==> src/rtl/union_frame_tx.sv <==
// Serial transmitter for the packed op-mode word {sel, data, op}: one-word holding
// register on a valid/ready input, framed as start/sel/payload/even-parity/stop.
module union_frame_tx #(
  parameter int DATA_W       = 10,
  parameter int OP_W         = 3,
  parameter int CLKS_PER_BIT = 4
) (
  input  logic              clk,
  input  logic              rst_n,
  input  logic              in_valid,
  output logic              in_ready,
  input  logic [DATA_W-1:0] in_data,
  input  logic [OP_W-1:0]   in_op,
  input  logic              in_op_sel,
  output logic              tx_line,
  output logic              busy,
  output logic              frame_done
);

  localparam int PW = DATA_W + OP_W;
  localparam int CW = (CLKS_PER_BIT > 1) ? $clog2(CLKS_PER_BIT) : 1;
  localparam int BW = (PW > 1) ? $clog2(PW) : 1;

  localparam logic [2:0] S_IDLE    = 3'd0;
  localparam logic [2:0] S_START   = 3'd1;
  localparam logic [2:0] S_SEL     = 3'd2;
  localparam logic [2:0] S_PAYLOAD = 3'd3;
  localparam logic [2:0] S_PARITY  = 3'd4;
  localparam logic [2:0] S_STOP    = 3'd5;

  // Handshake: a word transfers on a rising clk edge where in_valid && in_ready;
  // in_ready depends only on the registered hold_valid flag, never on in_valid.
  logic [2:0]    state;
  logic [CW-1:0] cyc_cnt;
  logic [BW-1:0] bit_cnt;
  logic          hold_valid;
  logic          hold_fresh;
  logic          hold_sel;
  logic [PW-1:0] hold_payload;
  logic [PW-1:0] shifter;
  logic          sel_r;
  logic          par_r;
  logic          bit_end;
  logic          accept;
  logic          drain;

  assign in_ready = ~hold_valid;
  assign busy     = (state != S_IDLE);
  assign accept   = in_valid && in_ready;
  assign bit_end  = (cyc_cnt == CW'(CLKS_PER_BIT - 1));

  // From IDLE a freshly captured word waits one cycle so the start bit lands two
  // edges after the handshake; back-to-back frames launch straight out of STOP.
  assign drain = hold_valid &&
                 (((state == S_IDLE) && !hold_fresh) || ((state == S_STOP) && bit_end));

  always_ff @(posedge clk or negedge rst_n) begin
    if (!rst_n) begin
      hold_valid   <= 1'b0;
      hold_fresh   <= 1'b0;
      hold_sel     <= 1'b0;
      hold_payload <= '0;
    end else begin
      hold_fresh <= accept;
      if (accept) begin
        hold_valid   <= 1'b1;
        hold_sel     <= in_op_sel;
        hold_payload <= {in_data, in_op};
      end else if (drain) begin
        hold_valid <= 1'b0;
      end
    end
  end

  always_ff @(posedge clk or negedge rst_n) begin
    if (!rst_n) begin
      state      <= S_IDLE;
      cyc_cnt    <= '0;
      bit_cnt    <= '0;
      shifter    <= '0;
      sel_r      <= 1'b0;
      par_r      <= 1'b0;
      tx_line    <= 1'b1;
      frame_done <= 1'b0;
    end else begin
      frame_done <= (state == S_STOP) && bit_end;
      if (state != S_IDLE) begin
        cyc_cnt <= bit_end ? '0 : cyc_cnt + 1'b1;
      end
      if (drain) begin
        shifter <= hold_payload;
        sel_r   <= hold_sel;
        par_r   <= ^{hold_sel, hold_payload};
        tx_line <= 1'b0;
        cyc_cnt <= '0;
        state   <= S_START;
      end else if (bit_end) begin
        case (state)
          S_START: begin
            state   <= S_SEL;
            tx_line <= sel_r;
          end
          S_SEL: begin
            state   <= S_PAYLOAD;
            bit_cnt <= '0;
            tx_line <= shifter[PW-1];
          end
          S_PAYLOAD: begin
            if (bit_cnt == BW'(PW - 1)) begin
              state   <= S_PARITY;
              tx_line <= par_r;
            end else begin
              bit_cnt <= bit_cnt + 1'b1;
              shifter <= {shifter[PW-2:0], 1'b0};
              tx_line <= shifter[PW-2];
            end
          end
          S_PARITY: begin
            state   <= S_STOP;
            tx_line <= 1'b1;
          end
          S_STOP: begin
            state <= S_IDLE;
          end
          default: begin
            state   <= S_IDLE;
            tx_line <= 1'b1;
          end
        endcase
      end
    end
  end

endmodule

==> config.mk <==
export PLATFORM = sky130hd
export DESIGN_NAME = union_frame_tx
export DESIGN_NICKNAME = d
export VERILOG_FILES = /design/src/rtl/union_frame_tx.sv
export SDC_FILE = /design/constraint.sdc
export NUM_CORES = 1
export LEC_CHECK = 0
export CAP_MARGIN = 20
export CORE_MARGIN = 2
export CORE_UTILIZATION = 37
export CTS_BUF_LIST = sky130_fd_sc_hd__clkbuf_8
export DETAILED_ROUTE_END_ITERATION = 7
export PLACE_DENSITY = 0.58
export RECOVER_POWER = 100
export SETUP_SLACK_MARGIN = 0.5
export SLEW_MARGIN = 40
export SYNTH_ARGS = -nofsm -noshare
export SYNTH_HDL_FRONTEND = slang
export SYNTH_SLANG_ARGS = --single-unit
==> constraint.sdc <==
create_clock -name clk -period 3.83 [get_ports clk]
set_input_delay 0.766 -clock clk [delete_from_list [all_inputs] [get_ports clk]]
set_output_delay 0.766 -clock clk [all_outputs]
set_load 0.03 [all_outputs]
==> Word level (Yosys, flattened, before mapping) <==
Cells that the tools add are included.
W data, S select, Z words.
{ "classes": {"n_addsub": 2, "n_mul": 0, "div": 0, "magnitude_cmp": 0, "n_eq_ne": 11, "shift": 0, "n_mux": 19, "n_bitwise": 2, "n_reduce_logical": 18} }
{ "op_table": {"columns": ["op", "count"], "rows": [
  ["$mux W13", 4],
  ["$reduce_xor A14 Y1", 1],
  ["$pmux W3 S4", 1],
  ["$reduce_bool A2 Y1", 5],
  ["$mux W3", 3],
  ["$pmux W4 S2", 1],
  ["$eq A3 B2 Y1 const B", 2],
  ["$eq A3 B3 Y1 const B", 2],
  ["$mux W2", 3],
  ["$ne A2 B2 Y1 const B", 3],
  ["$mux W1", 5],
  ["$add A4 B1 Y4 const B", 1],
  ["$eq A4 B4 Y1 const B", 1],
  ["$logic_and A1 B1 Y1", 4],
  ["$mux W4", 1],
  ["$pmux W1 S4", 1],
  ["$reduce_and A2 Y1", 2],
  ["$reduce_and A4 Y1", 1],
  ["$eq A3 B1 Y1 const B", 1],
  ["$logic_not A3 Y1", 1],
  ["$ne A3 B3 Y1 const B", 1],
  ["$reduce_and A3 Y1", 1],
  ["$reduce_bool A3 Y1", 1],
  ["$add A2 B1 Y2 const B", 1],
  ["other kinds (4)", 5]
]} }
{ "word_totals": {"reg_bits": 42, "latchBits": 0, "mem_bits_rw": 0, "romBits": 0, "elab_cells": 64, "n_memories": 0} }

==> Longest topological paths before layout <==
{ "depth": {"word_depth": 6, "ltp_mapped": 8, "ltp_nobuf": 6} }

==> Worst setup path after synthesis <==
Ideal clock, no wire load.
{ "synth_timing": {"path_type": "input-to-reg", "from": "input in_valid", "to": "register hold_payload[0]", "arrival_ns": 1.801, "required_time_ns": 3.705, "path_slack_ns": 1.904, "path_stages": 4, "cell_sequence": "nor2b_1 > clkbuf_1 > buf_1 > mux2_2"} }
{ "synth_via": {"elab_chain_len": 1} }
{ "synth_rtl": {"columns": ["item", "line", "text"], "rows": [
  ["start, declared", "10", "input logic in_valid,"],
  ["$logic_and A1 B1 Y1", "49", "assign accept = in_valid && in_ready;"],
  ["net accept", "44", "logic accept;"],
  ["end signal, assigned", "68", "hold_payload <= {in_data, in_op};"],
  ["end, declared", "39", "logic [PW-1:0] hold_payload;"]
]} }
The timed path passes the listed nets, and every way through them passes these cells.
A chain may end at the register's enable or synchronous reset.

==> Final worst setup path <==
{ "layout_timing": {"from": "register state[0]", "to": "output busy"} }
{ "layout_via": {"elab_chain_len": 1} }
{ "layout_rtl": {"columns": ["item", "line", "text"], "rows": [
  ["start, declared", "33", "logic [2:0] state;"],
  ["start signal, assigned", "77", "state <= S_IDLE;"],
  ["start signal, assigned", "96", "state <= S_START;"],
  ["start signal, assigned", "100", "state <= S_SEL;"],
  ["$reduce_bool A3 Y1", "48", "assign busy = (state != S_IDLE);"],
  ["end, declared", "16", "output logic busy,"]
]} }
Every way passes these cells.

==> flow_summary.yaml <==
cts:
  tritoncts: "yes"
  cts.hold.buffers_added: 0
  clk_latency_ps: 290
  clock-root-buffer: "sky130_fd_sc_hd__clkbuf_8"
  post_cts_buffers: 0
  post_cts.resized_instances: 0
  clkSinkCount: 42
  cts-htree-levels: 2
  ctsLongestPathBuffers: 2
  cts.clk_slew.worst_paths_ps: 80
  cts_buffers: 5
timing:
  worst_max_slew_pin_slew_ps: 2230
  finalCriticalPeriod_ps: 2800
  final-setup-viol-count: 0
  setup_tns_final_ps: 0
  final_max_slew_viol_count: 43
  fin_ws_ps: 1030
  timing.fmax_mhz: 357
  final.period_utilization_pct: 73.1
  rsz_0062_raised_after_global_routing: "no"
  hold_violations: 0
  final_setup_skew_ps: 6.97
  timing.max_slew.rel_slack_pct: -48.8
setup_path:
  setup.worst_path.class: "reg2out"
  critical_path.startpoint_type: "flop"
  worstSetupEndpointType: "primary output"
  critical_path_arrival_ps: 2030
  timing.critical_path.fanout_max: 15
  cp.required_ps: 3060
floorplan:
  initial_core_util_pct: 37.8
  die_x_um: 78.3
  ioPinCount: 21
  row_count: 27
  core_region_area_sq_um: 5410
  die_h_um: 78.3
  design.die.area_sq_um: 6130
pwr:
  pwr_cell_area_nw_per_um2: 820
  vdd_drop_max_v: 0.000479
  power.static_leakage_nw: 1.08
routing:
  vias_per_cell: 5.11
  antenna_left: 0
  final_wirelength_um: 3790
  wl_per_cell_um: 14.4
  first_iter_violations: 42
  detailroute.via_count: 1344
  drt-pass1-iter-count: 4
  drt_drc_violations_left: 0
yosys:
  postSynthRegisterBits: 42
  average_footprint_of_a_synthesized_cell_sq_um: 11.9
  synth_top_cells_by_area: "sky130_fd_sc_hd__dfrtp_1 (50%), sky130_fd_sc_hd__mux2_2 (7.7%), sky130_fd_sc_hd__a22o_1 (4.7%), sky130_fd_sc_hd__xnor2_1 (3.9%), sky130_fd_sc_hd__a21o_1 (3.7%)"
  post-synth-top-area-fraction_pct: 50.3
  synth_common_cells: "sky130_fd_sc_hd__dfrtp_1 (41), sky130_fd_sc_hd__mux2_2 (14), sky130_fd_sc_hd__a22o_1 (11), sky130_fd_sc_hd__a21o_1 (10)"
  synthesis.instances: 171
  netlist.top_cell.by_area: "sky130_fd_sc_hd__dfrtp_1"
  synth_most_common_cell: "sky130_fd_sc_hd__dfrtp_1"
  netlist-cell-type-count: 40
  syn_area_sq_um: 2040
  synth-edff-count: 0
  async_reset_ff_share_pct: 100
  yosysWarningCount: 0
  ys.flop_type: "sky130_fd_sc_hd__dfrtp_1"
  mappedNetlistNets: 191
  synth-seq-area-share_pct: 51.6
placed_design:
  dp_cells: 255
  preCtsSetupSlack_ps: 1420
  number_of_port_buffers: 20
  hpwlAfterDp_um: 2620
  gp_congestion: 0.849
status:
  outcome: "finished with violations"
  violations: "max-capacitance violations, max-slew violations"
grt:
  grt_antenna_before_repair: 0
  largest_net_degree_at_the_start_of_global_routing: 43
  grtUsageTotal_pct: 14.6
  via_count_of_the_first_global_routing_pass: 1400
  globalRoute.totalOverflow: 0
  grt_first_pass_wirelength_um: 6920
layout:
  fraction_of_layout_cells_with_a_size_suffix_above_1_pct: 16.2
  final-instance-count-excl-fill: 263
  finalNetCount: 210
  flow.area_growth_from_synthesis_pct: 15.0
  n_antenna_cell: 0
  n_fill_cell: 532
flow_run:
  maxCapViolCount: 1
min_path:
  timing.hold.worst.class: "reg2reg"
==> cell type report <==
cell class | instances | area [sq um] | share of cell area [%]
Timing Repair Buffer | 23 | 209 | 8.91
Inverter | 6 | 22.5 | 0.960
Tap cell | 72 | 90.1 | 3.84
Clock buffer | 6 | 82.6 | 3.52
Clock inverter | 2 | 8.76 | 0.373
Sequential cell | 42 | 1050 | 44.9
Multi-Input combinational cell | 112 | 881 | 37.5
==> final timing paths <==
path	start	endpoint	slack, ps	cells after the start
setup / recovery	state[0]	busy	1030	3
setup reg to reg	state[0]	shifter[1]	1360	5
max in group asynchronous	rst_n	shifter[9]	1430	1
hold / removal	shifter[7]	shifter[7]	480	1
min in group asynchronous	rst_n	bit_cnt[2]	1120	1
hold reg to reg	shifter[7]	shifter[7]	480	1
==> worst max-delay path: stages (launching register included) <==
cell and delay, ps:
sky130_fd_sc_hd__dfrtp_1 520, sky130_fd_sc_hd__nor3_1 460, sky130_fd_sc_hd__inv_1 70, sky130_fd_sc_hd__dlygate4sd3_1 700
==> registers in the layout, indices dropped and copies added (netlist names) <==
register / cells
hold_payload: 13
shifter: 13
bit_cnt: 4
state: 3
cyc_cnt: 2
frame_done: 1
hold_fresh: 1
hold_sel: 1
hold_valid: 1
par_r: 1
sel_r: 1
tx_line: 1
==> placed cells by master (no fill, tap or decap), types with 2 or more instances in the layout <==
cell type | synthesis | final
sky130_fd_sc_hd__mux2i_1 | 4 | 4
sky130_fd_sc_hd__dfrtp_1 | 41 | 41
sky130_fd_sc_hd__nor2b_1 | 2 | 2
sky130_fd_sc_hd__nand2_1 | 5 | 5
sky130_fd_sc_hd__clkbuf_1 | 3 | 3
sky130_fd_sc_hd__clkbuf_8 | 0 | 6
sky130_fd_sc_hd__nor2_1 | 7 | 8
sky130_fd_sc_hd__a22o_1 | 11 | 11
sky130_fd_sc_hd__inv_1 | 6 | 7
sky130_fd_sc_hd__ha_1 | 3 | 3
sky130_fd_sc_hd__nand2_2 | 4 | 4
sky130_fd_sc_hd__a21o_1 | 10 | 10
sky130_fd_sc_hd__xnor3_1 | 2 | 2
sky130_fd_sc_hd__dlygate4sd3_1 | 0 | 5
sky130_fd_sc_hd__xnor2_1 | 9 | 9
sky130_fd_sc_hd__mux2_2 | 14 | 14
sky130_fd_sc_hd__a21oi_1 | 9 | 9
sky130_fd_sc_hd__clkdlybuf4s50_1 | 0 | 14
sky130_fd_sc_hd__nor3_1 | 2 | 2
sky130_fd_sc_hd__nand3_1 | 3 | 3
sky130_fd_sc_hd__o21ai_0 | 7 | 10
==> cell families after synthesis <==
kind of cell / count (synthesis) / share of synthesized area, %
AO/OA/AOI/OAI: 48 / 17.6
XOR/XNOR: 12 / 6.50
adder cells (fa/ha/maj): 3 / 1.84
buffers and inverters: 17 / 4.60
flip-flops: 42 / 51.6
multiplexers: 18 / 9.69
AND/OR/NAND/NOR: 31 / 8.22
==> per-stage QoR <==
stage | util, % | hold slack [ps] | power [mW] | cell area, sq um
finish | 43.4 | 481 | 1.92 | 2350
global route | 43.4 | 509 | 2.09 | 2350
CTS | 43.9 | 459 | 1.97 | 2370
detailed placement | 42.2 | 466 | 1.66 | 2280
global placement | 42.1 | 461 | 1.63 | 2280
floorplan | - | 449 | 1.47 | 2040
==> where the power goes <==
part           internal [mW]  switching, mW  total [mW]
clock network          0.143          0.148       0.291
registers              0.624          0.184       0.808
logic                  0.480          0.344       0.824
total                   1.25          0.676        1.92
==> layer usage <==
layer / wire length [um] / up-vias / track usage [%]
met4: 26 / 0 / 5.96
met3: 137 / 4 / 4.14
met2: 1910 / 25 / 22.8
met5: 0 / - / 0
met1: 1720 / 669 / 19.1
li1: - / 646 / -
Power figures use the tool's default switching activity.
